File: src/rtl/mem_request_arbiter_pkg.sv
// Shared types and limits for the memory request arbiter.
// Imported by the arbiter top, its interface and the round-robin picker.
package mem_arb_pkg;

    typedef enum logic [1:0] {
        IDLE,
        BUSY,
        RELEASE
    } arb_state_t;

    localparam int MAX_NREQ = 8;

    // Next channel after p, wrapping modulo n.
    function automatic int rr_next(input int p, input int n);
        return (p + 1) % n;
    endfunction

endpackage

File: src/rtl/mem_request_arbiter_if.sv
// Request-port and memory-side bundle of the arbiter.
// slave: the arbiter; master: requesters plus memory_control.
interface mem_request_arbiter_if
    import mem_arb_pkg::*;
#(
    parameter int NREQ   = 2,
    parameter int ADDR_W = 32,
    parameter int DATA_W = 32
);
    localparam int IDX_W = $clog2(NREQ);

    logic [NREQ-1:0]        req_ren;
    logic [NREQ-1:0]        req_wen;
    logic [NREQ*ADDR_W-1:0] req_addr;
    logic [NREQ*DATA_W-1:0] req_wdata;
    logic [NREQ-1:0]        req_hit;
    logic [DATA_W-1:0]      req_rdata;
    logic                   mem_ren;
    logic                   mem_wen;
    logic [ADDR_W-1:0]      mem_addr;
    logic [DATA_W-1:0]      mem_wdata;
    logic                   mem_wait;
    logic [DATA_W-1:0]      mem_rdata;
    logic                   grant_valid;
    logic [IDX_W-1:0]       grant_idx;

    modport slave (
        input  req_ren, req_wen, req_addr, req_wdata,
        input  mem_wait, mem_rdata,
        output req_hit, req_rdata,
        output mem_ren, mem_wen, mem_addr, mem_wdata,
        output grant_valid, grant_idx
    );

    modport master (
        output req_ren, req_wen, req_addr, req_wdata,
        output mem_wait, mem_rdata,
        input  req_hit, req_rdata,
        input  mem_ren, mem_wen, mem_addr, mem_wdata,
        input  grant_valid, grant_idx
    );

endinterface

File: src/rtl/mem_request_arbiter_rr_pick.sv
// Combinational round-robin picker: first set bit of req
// scanning from last_ptr+1, wrapping modulo NREQ.
module rr_pick
    import mem_arb_pkg::*;
#(
    parameter int NREQ = 2
) (
    input  logic [NREQ-1:0]         req,
    input  logic [$clog2(NREQ)-1:0] last_ptr,
    output logic                    found,
    output logic [$clog2(NREQ)-1:0] idx
);
    localparam int IDX_W = $clog2(NREQ);

    // Walk every channel once, starting just after the last grant.
    always_comb begin
        int c;
        found = 1'b0;
        idx   = '0;
        c     = int'(last_ptr);
        for (int k = 0; k < NREQ; k++) begin
            c = rr_next(c, NREQ);
            if (!found && req[IDX_W'(c)]) begin
                found = 1'b1;
                idx   = IDX_W'(c);
            end
        end
    end

endmodule

File: src/rtl/mem_request_arbiter.sv
// Round-robin arbiter from NREQ cache request ports to memory_control.
// MEM_REQ_ARB_WPRIO_EN: pending writes are granted ahead of reads.
module mem_request_arbiter
    import mem_arb_pkg::*;
#(
    parameter int NREQ   = 2,
    parameter int ADDR_W = 32,
    parameter int DATA_W = 32
) (
    input  logic                  CLK,
    input  logic                  nRST,
    mem_request_arbiter_if.slave  bus
);
    localparam int IDX_W = $clog2(NREQ);

    arb_state_t       state_q, state_d;
    logic [IDX_W-1:0] last_ptr_q, last_ptr_d;
    logic [IDX_W-1:0] grant_idx_q, grant_idx_d;

    logic [NREQ-1:0]   pend;
    logic              pick_found;
    logic [IDX_W-1:0]  pick_idx;
    logic              g_ren, g_wen;
    logic [ADDR_W-1:0] g_addr;
    logic [DATA_W-1:0] g_wdata;

    assign pend = bus.req_ren | bus.req_wen;

`ifdef MEM_REQ_ARB_WPRIO_EN
    logic             w_found, a_found;
    logic [IDX_W-1:0] w_idx, a_idx;

    rr_pick #(.NREQ(NREQ)) u_pick_wr (
        .req      (bus.req_wen),
        .last_ptr (last_ptr_q),
        .found    (w_found),
        .idx      (w_idx)
    );

    rr_pick #(.NREQ(NREQ)) u_pick_all (
        .req      (pend),
        .last_ptr (last_ptr_q),
        .found    (a_found),
        .idx      (a_idx)
    );

    assign pick_found = w_found | a_found;
    assign pick_idx   = w_found ? w_idx : a_idx;
`else
    rr_pick #(.NREQ(NREQ)) u_pick_all (
        .req      (pend),
        .last_ptr (last_ptr_q),
        .found    (pick_found),
        .idx      (pick_idx)
    );
`endif

    assign g_ren   = bus.req_ren[grant_idx_q];
    assign g_wen   = bus.req_wen[grant_idx_q];
    assign g_addr  = bus.req_addr[int'(grant_idx_q)*ADDR_W +: ADDR_W];
    assign g_wdata = bus.req_wdata[int'(grant_idx_q)*DATA_W +: DATA_W];

    assign bus.grant_idx = grant_idx_q;

    // Next-state and outputs; memory strobes only ever come from BUSY.
    always_comb begin
        state_d         = state_q;
        last_ptr_d      = last_ptr_q;
        grant_idx_d     = grant_idx_q;
        bus.grant_valid = 1'b0;
        bus.mem_ren     = 1'b0;
        bus.mem_wen     = 1'b0;
        bus.mem_addr    = '0;
        bus.mem_wdata   = '0;
        bus.req_hit     = '0;
        bus.req_rdata   = '0;
        unique case (state_q)
            IDLE: begin
                if (pick_found) begin
                    grant_idx_d = pick_idx;
                    last_ptr_d  = pick_idx;
                    state_d     = BUSY;
                end
            end
            BUSY: begin
                bus.grant_valid = 1'b1;
                if (!g_ren && !g_wen) begin
                    state_d = IDLE;
                end else begin
                    bus.mem_wen   = g_wen;
                    bus.mem_ren   = g_ren & ~g_wen;
                    bus.mem_addr  = g_addr;
                    bus.mem_wdata = g_wdata;
                    if (!bus.mem_wait) begin
                        bus.req_hit   = NREQ'(1) << grant_idx_q;
                        bus.req_rdata = bus.mem_rdata;
                        state_d       = RELEASE;
                    end
                end
            end
            RELEASE: begin
                state_d = IDLE;
            end
            default: begin
                state_d = IDLE;
            end
        endcase
    end

    // State, grant and round-robin pointer registers.
    always_ff @(posedge CLK or negedge nRST) begin
        if (!nRST) begin
            state_q     <= IDLE;
            last_ptr_q  <= IDX_W'(NREQ - 1);
            grant_idx_q <= '0;
        end else begin
            state_q     <= state_d;
            last_ptr_q  <= last_ptr_d;
            grant_idx_q <= grant_idx_d;
        end
    end

endmodule

File: src/flat_wrapper.sv
// flat-port wrapper written by rule: the top's interface ports become plain ports
module mem_request_arbiter_flat import mem_arb_pkg::*;
#(
    parameter int NREQ   = 2,
    parameter int ADDR_W = 32,
    parameter int DATA_W = 32
)
  (CLK, nRST, bus_req_ren, bus_req_wen, bus_req_addr, bus_req_wdata, bus_mem_wait, bus_mem_rdata, bus_req_hit, bus_req_rdata, bus_mem_ren, bus_mem_wen, bus_mem_addr, bus_mem_wdata, bus_grant_valid, bus_grant_idx);
  mem_request_arbiter_if #(.NREQ(NREQ), .ADDR_W(ADDR_W), .DATA_W(DATA_W)) bus_i ();
  input  logic CLK;
  input  logic nRST;
  input wire logic [$bits(bus_i.req_ren)-1:0] bus_req_ren;
  input wire logic [$bits(bus_i.req_wen)-1:0] bus_req_wen;
  input wire logic [$bits(bus_i.req_addr)-1:0] bus_req_addr;
  input wire logic [$bits(bus_i.req_wdata)-1:0] bus_req_wdata;
  input wire logic [$bits(bus_i.mem_wait)-1:0] bus_mem_wait;
  input wire logic [$bits(bus_i.mem_rdata)-1:0] bus_mem_rdata;
  output wire logic [$bits(bus_i.req_hit)-1:0] bus_req_hit;
  output wire logic [$bits(bus_i.req_rdata)-1:0] bus_req_rdata;
  output wire logic [$bits(bus_i.mem_ren)-1:0] bus_mem_ren;
  output wire logic [$bits(bus_i.mem_wen)-1:0] bus_mem_wen;
  output wire logic [$bits(bus_i.mem_addr)-1:0] bus_mem_addr;
  output wire logic [$bits(bus_i.mem_wdata)-1:0] bus_mem_wdata;
  output wire logic [$bits(bus_i.grant_valid)-1:0] bus_grant_valid;
  output wire logic [$bits(bus_i.grant_idx)-1:0] bus_grant_idx;
  assign bus_i.req_ren = bus_req_ren;
  assign bus_i.req_wen = bus_req_wen;
  assign bus_i.req_addr = bus_req_addr;
  assign bus_i.req_wdata = bus_req_wdata;
  assign bus_i.mem_wait = bus_mem_wait;
  assign bus_i.mem_rdata = bus_mem_rdata;
  assign bus_req_hit = bus_i.req_hit;
  assign bus_req_rdata = bus_i.req_rdata;
  assign bus_mem_ren = bus_i.mem_ren;
  assign bus_mem_wen = bus_i.mem_wen;
  assign bus_mem_addr = bus_i.mem_addr;
  assign bus_mem_wdata = bus_i.mem_wdata;
  assign bus_grant_valid = bus_i.grant_valid;
  assign bus_grant_idx = bus_i.grant_idx;
  mem_request_arbiter #(.NREQ(NREQ), .ADDR_W(ADDR_W), .DATA_W(DATA_W)) u_core (.CLK(CLK), .nRST(nRST), .bus(bus_i));
endmodule
File: config.mk
export PLATFORM = sky130hd
export DESIGN_NAME = mem_request_arbiter_flat
export DESIGN_NICKNAME = d
export VERILOG_FILES = /design/src/rtl/mem_request_arbiter_pkg.sv /design/src/rtl/mem_request_arbiter_if.sv /design/src/rtl/mem_request_arbiter_rr_pick.sv /design/src/rtl/mem_request_arbiter.sv /design/src/flat_wrapper.sv
export SDC_FILE = /design/constraint.sdc
export NUM_CORES = 1
export LEC_CHECK = 0
export CAP_MARGIN = 20
export CORE_AREA = 2 2 104 106
export DETAILED_ROUTE_END_ITERATION = 8
export DIE_AREA = 0 0 106 108
export HOLD_SLACK_MARGIN = 0.02
export PLACE_DENSITY_LB_ADDON = 0.1
export SLEW_MARGIN = 20
export SYNTH_ARGS = -nofsm -noshare
export SYNTH_HDL_FRONTEND = slang
export SYNTH_SLANG_ARGS = --single-unit
File: constraint.sdc
create_clock -name CLK -period 2.9 [get_ports CLK]
set_input_delay 0.29 -clock CLK [delete_from_list [all_inputs] [get_ports CLK]]
set_output_delay 0.29 -clock CLK [all_outputs]
set_load 0.005 [all_outputs]
==> impl_metrics.py, run 1 <==
metrics = {
    "run_status": {
        "status": "completed",
    },
    "power_and_ir_drop": {
        "irDropWorstVdd_uv": 384.0,
        "internal-power_mw": 1.548,
        "power_density_nw_per_um2": 584.8,
        "leakage_nw": 1.760,
        "netSwitchingFraction_pct": 38.29,
        "combPwrFrac_pct": 88.8,
        "p_sw_uw": 960.3,
        "power_frac_clock_pct": 5.0,
        "total_power_mw": 2.508,
        "p_seq_share_pct": 6.2,
    },
    "timing": {
        "slew_headroom_pct": 64.47,
        "worst_hold_slack_ns": 0.2762,
        "slew_violations": 0,
        "finalHoldViolations": 0,
        "min_period_ns": 2.600,
        "fin_ws_ns": 0.2997,
        "finClkSkew_ns": 0.0004441,
        "finalSetupTns_ns": 0,
        "grt_setup_unrepaired": "no",
        "finalCritPeriodShare_pct": 89.67,
        "finalSetupViolations": 0,
        "tightest_slew_ns": 0.5318,
        "fmax_ghz": 0.3846,
    },
    "place": {
        "gp_congestion": 0.7255,
        "hpwlAfterDp_um": 6943,
        "post-place-ws_ns": 0.3554,
        "portBuffers": 268,
    },
    "logic_synthesis": {
        "syn_area_um2": 1460,
        "postSynthCellCount": 202,
        "ys_seq_elements": 4,
        "yosys.cell_types.count": 19,
        "synth_seq_area_share_pct": 6.941,
        "netlist_top_cells_area": "mux2i_1, nor2_1, and2_1",
        "synth-warning-count": 0,
        "postSynthAreaPerCell_um2": 7.228,
        "synth_top_area_cell": "mux2i_1",
        "synth_top_area_share_pct": 44.56,
        "syn_nets": 369,
    },
    "cells_and_area": {
        "ff_latch_area_um2": 105.1,
        "final_util_pct": 41.92,
        "nets": 628,
        "syn_to_final_growth_pct": 193.7,
        "antenna_cells": 0,
        "fillerInstances": 1009,
        "drive_gt1_share_pct": 2.826,
        "multiInputGateArea_um2": 1224,
    },
    "cts": {
        "cts_buffers": 3,
        "clockBufferDepth": 2,
        "clock-sinks": 4,
        "cts_setup_buffers": 0,
        "htreeDepth": 1,
        "clock_latency_ns": 0.22,
        "clk_pin_slew_ns": 0.03,
        "tritoncts": "yes",
        "cts-root-buf": "clkbuf_8",
        "post_cts_resized": 0,
        "hold_buffers": 0,
    },
    "flow_run": {
        "max_cap_viol_count": 0,
    },
    "floorplan": {
        "die-area_um2": 11450,
        "start_util_pct": 14.27,
        "std_cell_rows": 37,
        "die_y_um": 108,
        "io_pins": 269,
        "chipWidth_um": 106,
        "core-area_um2": 10230,
    },
    "critical_path": {
        "r2r_start": "u_core.bus.grant_idx$_DFFE_PN0P_",
        "slowest_stage": "dfrtp_4",
        "critPathBufInv": 2,
        "timing.rr.end": "u_core.state_q[0]$_DFFE_PN0P_",
        "reg2reg_depth": 4,
        "critPathRequiredTime_ns": 2.61,
        "setup.worst_path.class": "register to primary output",
        "worst_setup_path_start_kind": "register",
        "slowest_delay_ns": 0.59,
        "cp_cell_sequence": "mux2_4 > o21ai_4 > buf_4 > nor2_1 > clkdlybuf4s50_1",
        "endpoint_kind": "primary output",
        "path_delay_family": "buffers and inverters",
        "worstPathArrival_ns": 2.31,
        "worstPathMaxFanout": 35,
        "ff2ff_setup_slack_ns": 1.32,
    },
    "detailed_routing": {
        "ant_nets": 0,
        "drt-initial-drc-count": 103,
        "first_pass_iters": 4,
        "drc": 0,
        "drt-vias-per-instance": 3.943,
        "vias": 2350,
        "wl_per_cell_um": 13.92,
        "routed_wirelength_um": 8294,
    },
    "global_routing": {
        "grt_pass1_vias": 2352,
        "grt_usage_pct": 13.01,
        "antenna_found_initial": 0,
        "grt_max_degree": 58,
        "grt_first_pass_wirelength_um": 11920,
        "grt-ovfl-total": 0,
    },
    "worst_hold_path": {
        "holdCritPathClass": "primary input to async pin",
    },
}
==> synthesized netlist by cell type <==
cell and count:
mux2i_1 65, nor2b_1 1, nor3_1 4, dfrtp_1 3
dfstp_2 1, buf_4 1, o31ai_1 1, buf_2 9
and2_1 33, clkbuf_1 1, nor2_1 66, o21ai_0 1
nand2_1 2, o21ai_2 1, o211a_4 1, buf_6 7
xnor2_1 1, mux2_4 2, inv_1 2
==> cells in the final DEF, fill, tap and decap left out, types with 2 or more instances in the layout <==
cell type,Yosys,layout
clkdlybuf4s50_1,0,268
mux2_4,2,2
dfrtp_1,3,2
and2_1,33,33
clkbuf_8,0,3
mux2i_1,65,65
buf_4,1,2
nor3_1,4,4
buf_12,0,2
nor2_1,66,66
nand2_1,2,2
inv_1,2,2
==> cell families after synthesis <==
kind of cell           Yosys count  synth area share, %
AO/OA/AOI/OAI                    4                2.657
XOR/XNOR                         1               0.5999
buffers and inverters           20                9.769
flip-flops                       4                6.941
multiplexers                    67                46.62
AND/OR/NAND/NOR                106                33.42
==> cell type report <==
class | count | area share (%)
clock buffer | 4 | 1.050
inverter | 2 | 0.1750
multi-input combinational | 178 | 28.53
timing repair buffer | 272 | 63.83
sequential | 4 | 2.450
tap | 136 | 3.967
==> power by group through the flow <==
stage	Clock, mW	Sequential (mW)	Combinational (mW)
2_1_floorplan	0	0.100	1.13
6_report	0.125	0.156	2.23
4_1_cts	0.129	0.157	2.27
3_3_place_gp	0	0.159	2.26
5_1_grt	0.137	0.164	2.42
3_5_place_dp	0	0.158	2.26
==> routing by layer <==
layer	up-vias	GRT usage, %	part of all wire, %
met3	9	4.400	11
met4	0	2.914	1.4
met5	-	0	0
met1	1006	13.11	33
li1	1181	-	-
met2	154	25.76	54
==> state kept, by name (all words and copies together) (netlist names) <==
signal	cells
u_core.last_ptr_q	1
u_core.bus.grant_idx	1
u_core.state_q	2
==> worst max path at each step <==
stage / from / endpoint / slack (ns) / cells after the start
after global routing: u_core.state_q[1]$_DFFE_PN0P_ / bus_req_hit[0] / 0.17 / 5
final: u_core.bus.grant_idx$_DFFE_PN0P_ / bus_mem_addr[25] / 0.30 / 5
after detailed placement: bus_req_wen[0] / bus_req_hit[0] / 0.36 / 6
after global placement: bus_req_wen[0] / bus_req_hit[0] / 0.34 / 6
after CTS: u_core.bus.grant_idx$_DFFE_PN0P_ / bus_req_hit[0] / 0.23 / 5
after floorplan: u_core.bus.grant_idx$_DFFE_PN0P_ / bus_req_rdata[22] / 1.22 / 5
==> stage by stage <==
stage,cell area [um2],cells
after floorplan,1460,202
after global placement,4244,592
after detailed placement,4244,592
after CTS,4289,596
after global routing,4289,596
final,4289,596
(Power assumes the default switching activity.)
==> run 2, diff against run 1 <==
PLACE_DENSITY_LB_ADDON = 0.12   (was 0.1)
==> run 2 against run 1 <==
Fmax rose by 7.4%. Total power fell by 0.54%. Critical path depth fell by 1. Worst hold slack got worse by 0.0058 ns. Critical path type unchanged. Largest power group unchanged.
==> impl_metrics.py, run 2 (same netlist as run 1, synthesis figures left out) <==
metrics = {
    "timing": {
        "slew_violations": 0,
        "finalSetupTns_ns": 0,
        "finalCritPeriodShare_pct": 83.48,
        "finalHoldViolations": 0,
        "finalSetupViolations": 0,
        "fmax_ghz": 0.4130,
        "min_period_ns": 2.421,
        "slew_headroom_pct": 58.81,
        "grt_setup_unrepaired": "no",
        "worst_hold_slack_ns": 0.2704,
        "finClkSkew_ns": 0.004931,
        "tightest_slew_ns": 0.6178,
    },
    "cts": {
        "htreeDepth": 1,
        "tritoncts": "yes",
        "clock-sinks": 4,
        "post_cts_resized": 0,
        "clock_latency_ns": 0.22,
        "cts_buffers": 3,
        "clk_pin_slew_ns": 0.03,
        "cts-root-buf": "clkbuf_8",
        "clockBufferDepth": 2,
        "hold_buffers": 0,
        "cts_setup_buffers": 0,
    },
    "global_routing": {
        "grt-ovfl-total": 0,
        "grt_pass1_vias": 2374,
        "antenna_found_initial": 0,
        "grt_max_degree": 54,
        "grt_usage_pct": 13.10,
        "grt_first_pass_wirelength_um": 11950,
    },
    "critical_path": {
        "slowest_stage": "clkdlybuf4s50_1",
        "worstPathArrival_ns": 2.13,
        "path_delay_family": "buffers and inverters",
        "critPathRequiredTime_ns": 2.61,
        "slowest_delay_ns": 0.55,
        "cp_cell_sequence": "buf_4 > inv_1 > nor3_1 > clkdlybuf4s50_1",
        "critPathBufInv": 3,
        "worst_setup_path_start_kind": "register",
        "worstPathMaxFanout": 31,
        "setup.worst_path.class": "register to primary output",
        "endpoint_kind": "primary output",
    },
    "cells_and_area": {
        "final_area_um2": 4284,
        "antenna_cells": 0,
        "stdcell_count": 597,
        "syn_to_final_growth_pct": 193.4,
        "most-common-layout-cells": "clkdlybuf4s50_1, nor2_1, mux2i_1, and2_1",
        "final_common_cell": "clkdlybuf4s50_1",
        "fillerInstances": 1034,
        "largest_register_ffs": 2,
        "drive_gt1_share_pct": 3.037,
        "nets": 629,
        "largest-register": "u_core.state_q",
    },
    "run_status": {
        "status": "completed",
    },
    "floorplan": {
        "core-area_um2": 10230,
        "die-area_um2": 11450,
        "start_util_pct": 14.27,
        "die_y_um": 108,
        "std_cell_rows": 37,
        "chipWidth_um": 106,
        "io_pins": 269,
    },
    "flow_run": {
        "max_cap_viol_count": 0,
    },
    "place": {
        "dp.cells": 593,
        "hpwlAfterDp_um": 7067,
        "dpl_cell_area_um2": 4239,
        "portBuffers": 268,
        "gp_congestion": 0.7134,
    },
    "detailed_routing": {
        "drt-vias-per-instance": 3.915,
        "drt-initial-drc-count": 88,
        "vias": 2337,
        "ant_nets": 0,
        "routed_wirelength_um": 8202,
        "wl_per_cell_um": 13.74,
        "drc": 0,
        "first_pass_iters": 4,
    },
    "power_and_ir_drop": {
        "total_power_mw": 2.495,
        "power_density_nw_per_um2": 582.3,
        "leakage_nw": 1.760,
        "irDropWorstVdd_uv": 225.7,
    },
    "worst_hold_path": {
        "holdCritPathClass": "primary input to async pin",
    },
}
## run 2: per-stage QoR
step           worst slack (ns)  util (%)
2_1_floorplan             1.220         -
3_3_place_gp             0.5420     41.43
3_5_place_dp             0.5333     41.43
4_1_cts                  0.4235     41.87
5_1_grt                  0.2610     41.87
6_report                 0.4789     41.87
## run 2: layout make-up
| type | count | area (um2) | area share (%) |
|---|---|---|---|
| Timing Repair Buffer | 273 | 2733 | 63.79 |
| Multi-Input combinational cell | 178 | 1224 | 28.56 |
| Tap cell | 136 | 170.2 | 3.972 |
| Sequential cell | 4 | 105.1 | 2.453 |
| Clock buffer | 4 | 45.04 | 1.051 |
| Inverter | 2 | 7.507 | 0.1752 |
## run 2: path summary, 6_finish.rpt
check	cells after the start	slack (ns)	to	startpoint
worst max-delay path	4	0.48	bus_req_hit[1]	u_core.bus.grant_idx$_DFFE_PN0P_
worst min-delay path	1	0.27	u_core.bus.grant_idx$_DFFE_PN0P_	nRST
worst max register to register	4	1.32	u_core.state_q[0]$_DFFE_PN0P_	u_core.bus.grant_idx$_DFFE_PN0P_
worst min register to register	1	0.49	u_core.last_ptr_q$_DFFE_PN1P_	u_core.last_ptr_q$_DFFE_PN1P_
max in group asynchronous	1	2.39	u_core.last_ptr_q$_DFFE_PN1P_	nRST
min in group CLK	1	0.49	u_core.last_ptr_q$_DFFE_PN1P_	u_core.last_ptr_q$_DFFE_PN1P_
## run 2: per-layer routing
layer	up-vias	track usage (%)	share of wire, %
li1	1186	-	-
met1	997	12.85	34
met2	148	26.31	54
met3	6	5.304	12
met4	0	1.692	0.54
met5	-	0	0
## run 2: report_power, final
| group | internal (mW) | leakage [nW] | switching [mW] | total [mW] |
|---|---|---|---|---|
| clock network | 0.0939 | 0.0228 | 0.0296 | 0.124 |
| registers | 0.0931 | 0.0465 | 0.0220 | 0.115 |
| logic | 1.35 | 1.69 | 0.902 | 2.26 |
